File: src/rtl/operand_fetch.sv
// Decode/operand-fetch stage: drives the register file read ports, resolves
// operands with writeback forwarding, tracks pending writes, and registers the result.
module operand_fetch #(
  parameter int XLEN = 32
) (
  input  logic            clk,
  input  logic            reset,
  input  logic            in_valid,
  output logic            in_ready,
  input  logic [31:0]     in_instr,
  input  logic [XLEN-1:0] in_pc,
  output logic            rf_rd_en1,
  output logic            rf_rd_en2,
  output logic [4:0]      rf_rd_index1,
  output logic [4:0]      rf_rd_index2,
  input  logic [XLEN-1:0] rf_rd_data1,
  input  logic [XLEN-1:0] rf_rd_data2,
  input  logic            wb_valid,
  input  logic [4:0]      wb_index,
  input  logic [XLEN-1:0] wb_data,
  input  logic            flush,
  output logic            out_valid,
  input  logic            out_ready,
  output logic [XLEN-1:0] out_pc,
  output logic [31:0]     out_instr,
  output logic [XLEN-1:0] out_rs1_val,
  output logic [XLEN-1:0] out_rs2_val,
  output logic [4:0]      out_rd,
  output logic            out_rd_we
);

  // Handshakes: a transfer happens on a rising edge where valid && ready.
  // in_ready may depend on in_valid; out_* is held stable while out_valid && !out_ready.

  localparam logic [6:0] OP_LUI    = 7'b0110111;
  localparam logic [6:0] OP_AUIPC  = 7'b0010111;
  localparam logic [6:0] OP_JAL    = 7'b1101111;
  localparam logic [6:0] OP_JALR   = 7'b1100111;
  localparam logic [6:0] OP_BRANCH = 7'b1100011;
  localparam logic [6:0] OP_LOAD   = 7'b0000011;
  localparam logic [6:0] OP_STORE  = 7'b0100011;
  localparam logic [6:0] OP_IMM    = 7'b0010011;
  localparam logic [6:0] OP_OP     = 7'b0110011;

  logic [4:0]      rs1, rs2, rd;
  logic            use_rs1, use_rs2, writes_rd, dec_rd_we;
  logic            fwd1, fwd2, stall1, stall2, waw, hazard;
  logic            slot_free, accept;
  logic [XLEN-1:0] rs1_val, rs2_val;
  logic [31:0]     busy, busy_next;

  assign rs1 = in_instr[19:15];
  assign rs2 = in_instr[24:20];
  assign rd  = in_instr[11:7];

  always_comb begin
    use_rs1   = 1'b0;
    use_rs2   = 1'b0;
    writes_rd = 1'b0;
    case (in_instr[6:0])
      OP_LUI, OP_AUIPC, OP_JAL: writes_rd = 1'b1;
      OP_JALR, OP_LOAD, OP_IMM: begin
        use_rs1   = 1'b1;
        writes_rd = 1'b1;
      end
      OP_BRANCH, OP_STORE: begin
        use_rs1 = 1'b1;
        use_rs2 = 1'b1;
      end
      OP_OP: begin
        use_rs1   = 1'b1;
        use_rs2   = 1'b1;
        writes_rd = 1'b1;
      end
      default: ;
    endcase
  end

  assign dec_rd_we = writes_rd && (rd != 5'd0);

  assign rf_rd_en1    = in_valid && use_rs1;
  assign rf_rd_en2    = in_valid && use_rs2;
  assign rf_rd_index1 = rs1;
  assign rf_rd_index2 = rs2;

  assign fwd1 = use_rs1 && (rs1 != 5'd0) && wb_valid && (wb_index == rs1);
  assign fwd2 = use_rs2 && (rs2 != 5'd0) && wb_valid && (wb_index == rs2);

  always_comb begin
    rs1_val = '0;
    rs2_val = '0;
    if (use_rs1 && rs1 != 5'd0) rs1_val = fwd1 ? wb_data : rf_rd_data1;
    if (use_rs2 && rs2 != 5'd0) rs2_val = fwd2 ? wb_data : rf_rd_data2;
  end

  // busy[0] is always 0, so x0 never stalls.
  assign stall1 = use_rs1 && busy[rs1] && !fwd1;
  assign stall2 = use_rs2 && busy[rs2] && !fwd2;
  assign waw    = dec_rd_we && busy[rd] && !(wb_valid && wb_index == rd);
  assign hazard = in_valid && (stall1 || stall2 || waw);

  assign slot_free = !out_valid || out_ready;
  assign in_ready  = slot_free && !hazard && !flush;
  assign accept    = in_valid && in_ready;

  // Clears are applied before the set so a same-index set wins.
  always_comb begin
    busy_next = busy;
    if (wb_valid) busy_next[wb_index] = 1'b0;
    if (flush && out_valid && out_rd_we) busy_next[out_rd] = 1'b0;
    if (accept && dec_rd_we) busy_next[rd] = 1'b1;
    busy_next[0] = 1'b0;
  end

  always_ff @(posedge clk) begin
    if (!reset) begin
      busy <= '0;
    end else begin
      busy <= busy_next;
    end
  end

  always_ff @(posedge clk) begin
    if (!reset) begin
      out_valid   <= 1'b0;
      out_pc      <= '0;
      out_instr   <= '0;
      out_rs1_val <= '0;
      out_rs2_val <= '0;
      out_rd      <= '0;
      out_rd_we   <= 1'b0;
    end else if (flush) begin
      out_valid <= 1'b0;
    end else if (accept) begin
      out_valid   <= 1'b1;
      out_pc      <= in_pc;
      out_instr   <= in_instr;
      out_rs1_val <= rs1_val;
      out_rs2_val <= rs2_val;
      out_rd      <= rd;
      out_rd_we   <= dec_rd_we;
    end else if (out_valid && out_ready) begin
      out_valid <= 1'b0;
    end
  end

endmodule
File: config.mk
export PLATFORM = sky130hd
export DESIGN_NAME = operand_fetch
export DESIGN_NICKNAME = d
export VERILOG_FILES = /design/src/rtl/operand_fetch.sv
export SDC_FILE = /design/constraint.sdc
export NUM_CORES = 1
export LEC_CHECK = 0
export BUFFER_PORTS_ARGS = -buffer_cell sky130_fd_sc_hd__buf_4
export CAP_MARGIN = 20
export CELL_PAD_IN_SITES_DETAIL_PLACEMENT = 0
export CELL_PAD_IN_SITES_GLOBAL_PLACEMENT = 1
export CORE_UTILIZATION = 37
export CTS_CLUSTER_DIAMETER = 150
export DETAILED_ROUTE_END_ITERATION = 8
export HOLD_SLACK_MARGIN = 0.1
export PLACE_DENSITY = 0.78
export SLEW_MARGIN = 15
export SYNTH_ARGS = -nofsm -noshare
export SYNTH_HDL_FRONTEND = slang
export SYNTH_SLANG_ARGS = --single-unit
File: constraint.sdc
create_clock -name clk -period 3 [get_ports clk]
set_input_delay 0.6 -clock clk [delete_from_list [all_inputs] [get_ports clk]]
set_output_delay 0.6 -clock clk [all_outputs]
set_load 0.02 [all_outputs]
==> results of run 1 <==
## kinds of logic (layout without fill, tap and decap cells)
logic type,after synthesis,count (layout)
buffers and inverters,107,385
AO/OA/AOI/OAI,83,83
XOR/XNOR,15,15
multiplexers,229,229
AND/OR/NAND/NOR,387,387
flip-flops,161,161
## layout make-up
cell class	count	area share
tap	319	0.03282
clock inverter	14	0.01379
sequential	161	0.2650
timing repair buffer	350	0.2256
multi-input combinational	714	0.4265
clock buffer	18	0.03529
inverter	3	0.0009259
## worst reg2reg max path, cell delays in order, from the launching register on
cell and delay (ns):
dfxtp_1 0.36, mux2_1 0.32, a221oi_1 0.29, nor3_1 0.07
o2111ai_1 0.25, nand4_1 0.26, buf_12 0.26, buf_12 0.18
o41ai_1 0.31
## metal layers
metal	part of all wire	wire length, microns	up-vias	global-route usage
met1	0.42	12760	3901	0.2934
li1	-	-	3953	-
met2	0.48	14660	332	0.4017
met4	0.024	734	0	0.08969
met3	0.069	2096	54	0.05037
met5	0	0	-	0
## cells in the final DEF (no fill, tap or decap), types with 2 or more instances in the layout
cell and count:
xnor2_1 7, and3b_1 3, o22ai_1 2, mux4_2 16
xor2_1 8, nand2b_1 8, o41ai_2 21, o41ai_1 10
buf_12 9, nand3b_1 5, inv_1 3, nor3b_1 4
nand2_1 310, inv_6 3, nor4_1 4, mux2i_1 142
bufinv_16 2, dfxtp_1 161, nor2b_1 7, and2_1 2
a221oi_1 3, mux2_2 59, nor2_1 17, nor3_1 6
a32oi_1 2, nand3_1 6, and3_1 3, inv_8 4
buf_4 340, clkbuf_16 17, clkinvlp_4 3, a21oi_1 4
or2_2 2, nand4_1 4, o2111ai_1 33, mux2_1 12
## flip-flops by register name, summed over array words and instances, names as in the netlist
name / count
busy: 31
out_instr: 32
out_pc: 32
out_rd_we: 1
out_rs1_val: 32
out_rs2_val: 32
out_valid: 1
## worst min path at each step
stage               startpoint              end  slack (ns)  depth (start not counted)
4_1_cts               in_pc[0]        out_pc[0]        0.40                          3
2_1_floorplan         busy[22]         busy[22]        0.48                          2
6_report              in_pc[0]        out_pc[0]        0.42                          3
5_1_grt               in_pc[0]        out_pc[0]        0.40                          3
3_5_place_dp   out_rs1_val[23]  out_rs1_val[23]        0.45                          2
3_3_place_gp    out_rs1_val[6]   out_rs1_val[6]        0.44                          2
## through the flow
step	instance area [sq um]	utilization	total power [mW]	instances
6_report	12160	0.5135	5.328	1579
5_1_grt	12160	0.5135	5.553	1579
4_1_cts	12160	0.5135	5.389	1579
3_5_place_dp	11560	0.4883	3.134	1547
3_3_place_gp	11560	0.4883	3.125	1547
2_1_floorplan	8995	-	2.747	982
## power groups by stage
| stage | Combinational, mW | Clock, mW | Sequential [mW] |
|---|---|---|---|
| 2_1_floorplan | 0.423 | 0 | 2.32 |
| 3_3_place_gp | 0.860 | 0 | 2.27 |
| 3_5_place_dp | 0.867 | 0 | 2.27 |
| 4_1_cts | 0.870 | 2.30 | 2.22 |
| 5_1_grt | 0.925 | 2.40 | 2.22 |
| 6_report | 0.867 | 2.24 | 2.22 |
==> results.toml, run 1 <==
[hold_path]
hp-class = "input port to flop"

[setup_path]
setup.worst_path.start = "in_instr[15]"
worst-r2r-cell-count = 8
critPathCaptureType = "output pin"
path_class = "input port to output pin"
cp_cell_sequence = "buf_4 -> mux4_2 -> nor2b_1 -> nor3_1 -> o2111ai_1 -> nand3_1 -> a21oi_1 -> buf_4"
timing.rr.end = "busy[12]"
crit_arrival_ns = 2.18
cp_max_fo = 13
reg2reg_setup_slack_ns = 0.58
cp.required_ns = 2.40
worstSetupStartpointType = "input port"
max_stage_delay_ns = 0.51
path_common_cell = "buf_4"
cpMaxStageDelayCell = "mux4_2"
worst_r2r_startpoint = "busy[3]"
critPathTopFamily = "multiplexers"
crit_path_end = "in_ready"
path_buf_inv = 2
path_depth = 8

[synthesis]
yosysWarnings = 0
synth_xor_area_frac = 0.01461
synthMuxAreaShare = 0.2870
ys_types = 46
yosysSeqAreaShare = 0.3583
yosysTopAreaCellShare = 0.3583
synth.top_cells.by_area = "dfxtp_1, mux2i_1, nand2_1"
synth_area_sq_um = 8995
synthFlopType = "dfxtp_1"
syn_nets = 1153
synth-adder-area-share = 0
synth-compound-area-share = 0.09515
synth_edf_count = 0
ys_seq_elements = 161
synth_top_family_by_area = "multiplexers"
synth.most_common_cell = "nand2_1"
netlist_instances = 982
syn_avg_cell_area_sq_um = 9.160
synthSimpleGateAreaFrac = 0.1790
synth_area_leader_cell = "dfxtp_1"
synthArstFlopShare = 0
synth_common_cells = "nand2_1, dfxtp_1, mux2i_1, mux2_2, clkbuf_1"

[cells_and_area]
final_nets = 1418
drive_gt1_frac = 0.3833
area_growth_pct = 35.21
antenna_cells = 0
fillers = 2269
multi_input_area_sq_um = 5187
seq_area_sq_um = 3223

[routing]
drt-pass1-iter-count = 5
num_vias = 8240
wire_per_inst_microns = 19.16
avgViaCountPerCell = 5.218
drtIter0Drc = 585
wirelength_microns = 30250
drt.antenna.violating_nets = 0
drcViolationCount = 0

[place]
dp_slack_ns = 0.1597
hpwl_microns = 21890
gp_congestion = 0.9000
portBuffers = 318

[run]
max_cap_violations = 0

[pwr]
p_seq_frac = 0.416
pwr-share-comb = 0.163
total_leakage_power_nw = 5.598
ir_worst_vdd_mv = 0.3203
clkPwrFrac = 0.421
p_switching_mw = 1.474
p_per_area_nw_per_um2 = 438.1
p_sw_frac = 0.2767
p_int_mw = 3.854

[clock_network]
cts-root-buf = "clkbuf_16"
clk_latency_ns = 0.43
cts_inserted_buffers = 17
clk_pin_slew_ns = 0.07
post_cts_resized = 0
cts_tree = "yes"
clkSinkCount = 161
cts.path.max_buffers = 2
htree_levels = 4
cts_setup_buffers = 0
ctsHoldBuffers = 0

[floorplan]
die_h_microns = 157.9
die_area_sq_um = 24940
fp.dieW_microns = 157.9
initial_core_util = 0.3798
coreArea_sq_um = 23680
ioPinCount = 319
num_rows = 56

[timing]
setup_tns_ns = 0
setup_viol = 0
rsz0062_at_grt = "no"
hold_violations = 0
layout_setup_ws_ns = 0.2198
fmax_mhz = 359.7
skew_ns = 0.01558
min_period_ns = 2.780
final_max_slew_viol_count = 0
slew_headroom = 0.4731
worstMarginPinSlew_ns = 0.7904
period_share = 0.9267
holdWs_ns = 0.4163

[grt]
grt_pass1_vias = 7800
grt_first_pass_wirelength_microns = 44760
grt.overflow.total = 0
antenna_found_initial = 0
grt_util_all_layers = 0.2372
grt_max_degree = 78

[status]
status = "complete, no violations"
Note: power is estimated with default switching activity, not from simulation.
==> inputs of run 2 (changes only) <==
--- a/config.mk
+++ b/config.mk
@@ -14,3 +14,3 @@
 export DETAILED_ROUTE_END_ITERATION = 8
-export HOLD_SLACK_MARGIN = 0.1
+export HOLD_SLACK_MARGIN = 0.12
 export PLACE_DENSITY = 0.78
==> constraint.sdc (replaced) <==
create_clock -name clk -period 3 [get_ports clk]
set_input_delay 0.3 -clock clk [delete_from_list [all_inputs] [get_ports clk]]
set_output_delay 0.3 -clock clk [all_outputs]
set_load 0.02 [all_outputs]
==> run 2 against run 1 <==
Global-route usage shrank 0.22 points. Die area is the same. Power shrank 2.2%. Final cell count grew 0.51%. Count of clock-buffer cells in the layout grew 1. Non-clock buffer count grew 8. Fmax grew 9.5%. Sequential cell count is the same. Core utilization grew 0.11 points. Routed wire length grew 0.26%. Design area grew 0.21%. Critical endpoint unchanged.
==> results.toml, run 2 (synthesized netlist as in run 1, its figures left out) <==
[grt]
grt_util_all_layers = 0.2350
grt.overflow.total = 0
grt_pass1_vias = 7782
grt_first_pass_wirelength_microns = 44460
antenna_found_initial = 0
grt_max_degree = 107

[place]
dpl_cell_area_sq_um = 11380
gp_congestion = 0.8781
hpwl_microns = 21290
portBuffers = 318
dp_slack_ns = 0.3482

[clock_network]
htree_levels = 4
cts_tree = "yes"
clk_latency_ns = 0.43
cts-root-buf = "clkbuf_16"
post_cts_resized = 0
cts_inserted_buffers = 17
clk_pin_slew_ns = 0.07
clkSinkCount = 161
cts.path.max_buffers = 2

[floorplan]
die_h_microns = 157.9
initial_core_util = 0.3798
num_rows = 56
die_area_sq_um = 24940
coreArea_sq_um = 23680
ioPinCount = 319
fp.dieW_microns = 157.9

[timing]
hold_violations = 0
skew_ns = 0.01341
final_max_slew_viol_count = 0
layout_setup_ws_ns = 0.4601
setup_viol = 0
setup_tns_ns = 0
rsz0062_at_grt = "no"
fmax_mhz = 393.7
period_share = 0.8466
slew_headroom = 0.4722
holdWs_ns = 0.1386
worstMarginPinSlew_ns = 0.7887
min_period_ns = 2.540

[cells_and_area]
multi_input_area_sq_um = 5187
seq_area_sq_um = 3223
fillers = 2206
antenna_cells = 0
stdcell_area_sq_um = 12190
final_nets = 1426
layout_commonest_cell = "buf_4"
area_growth_pct = 35.48
drive_gt1_frac = 0.3683
mostFrequentLayoutCells = "buf_4, nand2_1, dfxtp_1, mux2i_1, mux2_2"

[hold_path]
hp-class = "input port to flop"

[setup_path]
cp.required_ns = 2.70
cp_cell_sequence = "mux4_2 -> mux2i_1 -> mux2i_1 -> o2111ai_1 -> nand3_1 -> a21oi_1 -> buf_4"
path_buf_inv = 1
critPathCaptureType = "output pin"
path_common_cell = "mux2i_1"
max_stage_delay_ns = 0.50
critPathTopFamily = "multiplexers"
path_class = "flop to output pin"
crit_arrival_ns = 2.24
cpMaxStageDelayCell = "mux4_2"
worstSetupStartpointType = "flop"
cp_max_fo = 4

[pwr]
p_int_mw = 3.712
p_seq_frac = 0.426
p_per_area_nw_per_um2 = 427.5
p_sw_frac = 0.2874
clkPwrFrac = 0.408
ir_worst_vdd_mv = 0.2437
p_switching_mw = 1.497
total_leakage_power_nw = 5.587
pwr-share-comb = 0.167

[routing]
wirelength_microns = 30330
drtIter0Drc = 604
wl_met1_microns = 12460
wire_per_inst_microns = 19.11
drcViolationCount = 0
drt-pass1-iter-count = 5
num_vias = 8295
highest_layer = "met4"
wl_met2_microns = 14540
avgViaCountPerCell = 5.227
drt.antenna.violating_nets = 0
met3WireLength_microns = 2363

[status]
status = "complete, no violations"

[run]
max_cap_violations = 0
-- run 2: cell count changes in the layout (fill, tap and decap cells not counted), sizes merged --
cell / previous run / this run
inv: 10 / 9
dlygate4sd3: 0 / 24
clkinv: 2 / 5
bufinv: 2 / 0
clkbuf: 18 / 19
clkinvlp: 3 / 2
buf: 350 / 334
-- run 2: worst paths after layout --
check                      start        endpoint  slack (ns)  cells past startpoint
hold / removal      in_instr[30]   out_instr[30]        0.14                      3
hold reg to reg   out_rs2_val[0]  out_rs2_val[0]        0.46                      2
setup / recovery        busy[13]        in_ready        0.46                      7
setup reg to reg        busy[13]        busy[26]        0.52                      8
-- run 2: metal layers --
layer / up-vias / track usage
li1: 3967 / -
met1: 3865 / 0.2842
met4: 0 / 0.1017
met2: 390 / 0.3925
met5: - / 0
met3: 73 / 0.05995
-- run 2: stage by stage --
| stage | util | power, mW | instances |
|---|---|---|---|
| global placement | 0.4806 | 3.103 | 1531 |
| finish | 0.5146 | 5.209 | 1587 |
| CTS | 0.5146 | 5.253 | 1587 |
| detailed placement | 0.4806 | 3.108 | 1531 |
| global route | 0.5146 | 5.416 | 1587 |
| floorplan | - | 2.747 | 982 |
-- run 2: worst min-delay path: stages --
cell and delay (ns):
buf_4 0.11, nand2_1 0.05, mux2i_1 0.06
-- run 2: power by group through the flow --
stage          Combinational (mW)  Clock, mW  Sequential, mW
5_1_grt                     0.929       2.26            2.22
3_5_place_dp                0.841          0            2.27
4_1_cts                     0.869       2.17            2.22
3_3_place_gp                0.838          0            2.27
6_report                    0.868       2.12            2.22
2_1_floorplan               0.423          0            2.32
-- run 2: timing repair --
action / 4_1_cts / 5_1_grt
buffers inserted: 0 / 0
endpoints found under the hold margin: 24 / 0
hold buffers: 24 / 0
-- run 2: final cells by class --
| cell class | instances | share of cell area |
|---|---|---|
| Clock buffer | 19 | 0.03634 |
| Multi-Input combinational cell | 714 | 0.4257 |
| Inverter | 3 | 0.0009240 |
| Clock inverter | 13 | 0.009959 |
| Tap cell | 319 | 0.03275 |
| Sequential cell | 161 | 0.2645 |
| Timing Repair Buffer | 358 | 0.2299 |
==> inputs of run 3 (changes only) <==
Clock period 3 ns to 2.4 ns, I/O delays scaled along.
==> run 3 against run 2 <==
The flow now finishes with violations (negative setup slack). Via count up 4.0%. Core utilization rose by 5.4 points. Clock power increased by 35%. Routed wire length up 6.3%. Worst setup slack got worse by 0.50 ns. Count of clock-buffer cells in the layout unchanged. Clock skew about the same. Critical endpoint unchanged. Hold slack lost 0.0014 ns. Non-clock buffer count rose by 77. Combinational power increased by 46%.
==> results.toml, run 3 (synthesized netlist as in run 1, its figures left out) <==
[cells_and_area]
final_nets = 1503
antenna_cells = 0
layout_commonest_cell = "buf_4"
final_cells = 1664
fillers = 2075
mostFrequentLayoutCells = "buf_4, nand2_1, dfxtp_1, mux2i_1, mux2_2"
drive_gt1_frac = 0.4022
area_growth_pct = 49.63

[clock_network]
clk_pin_slew_ns = 0.08
cts-root-buf = "clkbuf_16"
htree_levels = 4
clkSinkCount = 161
cts_inserted_buffers = 17
clk_latency_ns = 0.43
cts.path.max_buffers = 2
cts_tree = "yes"

[timing]
layout_setup_ws_ns = -0.04086
rsz0062_at_grt = "yes"
setup_viol = 2
min_period_ns = 2.441
skew_ns = 0.01380
hold_violations = 0
period_share = 1.017
final_max_slew_viol_count = 0
worstMarginPinSlew_ns = 0.7760
slew_headroom = 0.4807
fmax_mhz = 409.7

[grt]
grt_util_all_layers = 0.2440
antenna_found_initial = 0
grt_pass1_vias = 8315
grt_max_degree = 115
grt_first_pass_wirelength_microns = 46290
grt.overflow.total = 0

[pwr]
p_int_mw = 4.990
p_seq_frac = 0.401
pwr-share-comb = 0.184
p_sw_frac = 0.2787
total_leakage_power_nw = 6.373
p_switching_mw = 1.928
clkPwrFrac = 0.416
ir_worst_vdd_mv = 0.3186
p_per_area_nw_per_um2 = 514.0

[place]
placed_cells_incl_taps = 1563
portBuffers = 318
gp_congestion = 0.9249
hpwl_microns = 22010
dp_slack_ns = -0.1018

[hold_path]
hold_end = "out_instr[15]"
hp-class = "input port to flop"
min_path_cells = 3
hp-start = "in_instr[15]"

[setup_path]
reg2reg_setup_slack_ns = -0.01
worstSetupStartpointType = "flop"
cp.required_ns = 2.16
worst_r2r_startpoint = "busy[13]"
cp_max_fo = 3
critPathCaptureType = "output pin"
timing.rr.end = "busy[9]"
path_class = "flop to output pin"
worst-r2r-cell-count = 10
crit_arrival_ns = 2.20

[routing]
highest_layer = "met4"
wirelength_microns = 32240
avgViaCountPerCell = 5.186
drtIter0Drc = 731
drt-pass1-iter-count = 5
num_vias = 8629
wire_per_inst_microns = 19.37
wl_met1_microns = 13440
drcViolationCount = 0
met3WireLength_microns = 2521
drt.antenna.violating_nets = 0
wl_met2_microns = 15450

[status]
status = "finished with violations"
violations = "negative setup slack"

[run]
max_cap_violations = 0

[floorplan]
initial_core_util = 0.3798
num_rows = 56
coreArea_sq_um = 23680
die_area_sq_um = 24940
fp.dieW_microns = 157.9
die_h_microns = 157.9
ioPinCount = 319
-- run 3: changes by cell type in the layout (fill, tap and decap cells not counted), sizes merged --
cell | before | now
clkinv | 5 | 4
clkbuf | 19 | 28
buf | 334 | 370
dlygate4sd3 | 24 | 56
bufinv | 0 | 2
clkinvlp | 2 | 1
-- run 3: area by class of cell --
type / instances / area (sq um) / share of cell area
multi-input cells: 714 / 5390 / 0.4005
clock inverters: 13 / 170.2 / 0.01264
repair buffers: 435 / 3807 / 0.2829
clock buffers: 19 / 442.9 / 0.03291
flip-flops and latches: 161 / 3238 / 0.2406
inverters: 3 / 11.26 / 0.0008367
well taps: 319 / 399.1 / 0.02966
-- run 3: worst max path at each step --
stage / from / to / slack (ns) / cells past startpoint
3_3_place_gp: in_instr[9] / busy[13] / -0.08 / 9
6_report: busy[13] / in_ready / -0.04 / 8
5_1_grt: busy[15] / busy[9] / -0.12 / 9
4_1_cts: busy[15] / in_ready / -0.11 / 7
3_5_place_dp: in_instr[21] / busy[26] / -0.10 / 9
2_1_floorplan: in_instr[8] / busy[29] / 0.21 / 10
-- run 3: repair_timing --
item                       4_1_cts  5_1_grt
pin swaps                        3       18
gates cloned                     1       10
resized for setup                8       41
hold endpoints to repair        55        0
setup buffers                    3        0
hold buffers                    56        0
setup endpoints to repair        9      161
-- run 3: critical path: stages, from the launching register on --
cell	delay [ns]
dfxtp_1	0.34
buf_4	0.16
mux4_2	0.46
o22ai_1	0.16
nor2_1	0.06
nand4_1	0.18
nand3_2	0.13
a21oi_2	0.14
buf_4	0.15
-- run 3: power groups by stage --
stage / clock network [mW] / registers [mW] / logic, mW
finish: 2.87 / 2.77 / 1.27
global placement: 0 / 2.83 / 1.09
global route: 3.06 / 2.78 / 1.35
CTS: 2.93 / 2.77 / 1.19
floorplan: 0 / 2.90 / 0.529
detailed placement: 0 / 2.83 / 1.10
-- run 3: metrics by stage --
stage	utilization	hold slack [ns]	power [mW]	cell area [sq um]	setup TNS, ns
2_1_floorplan	-	0.3788	3.434	8995	0
3_3_place_gp	0.4955	0.4439	3.924	11740	-1.502
3_5_place_dp	0.4955	0.4519	3.929	11740	-0.7133
4_1_cts	0.5487	0.1213	6.890	13000	-0.1076
5_1_grt	0.5683	0.1301	7.190	13460	-1.614
6_report	0.5683	0.1372	6.918	13460	-0.04657
-- run 3: routing by layer --
layer,vias to the layer above,global-route usage
met5,-,0
met2,377,0.4107
met3,70,0.05858
met4,0,0.09847
met1,4049,0.2974
li1,4133,-
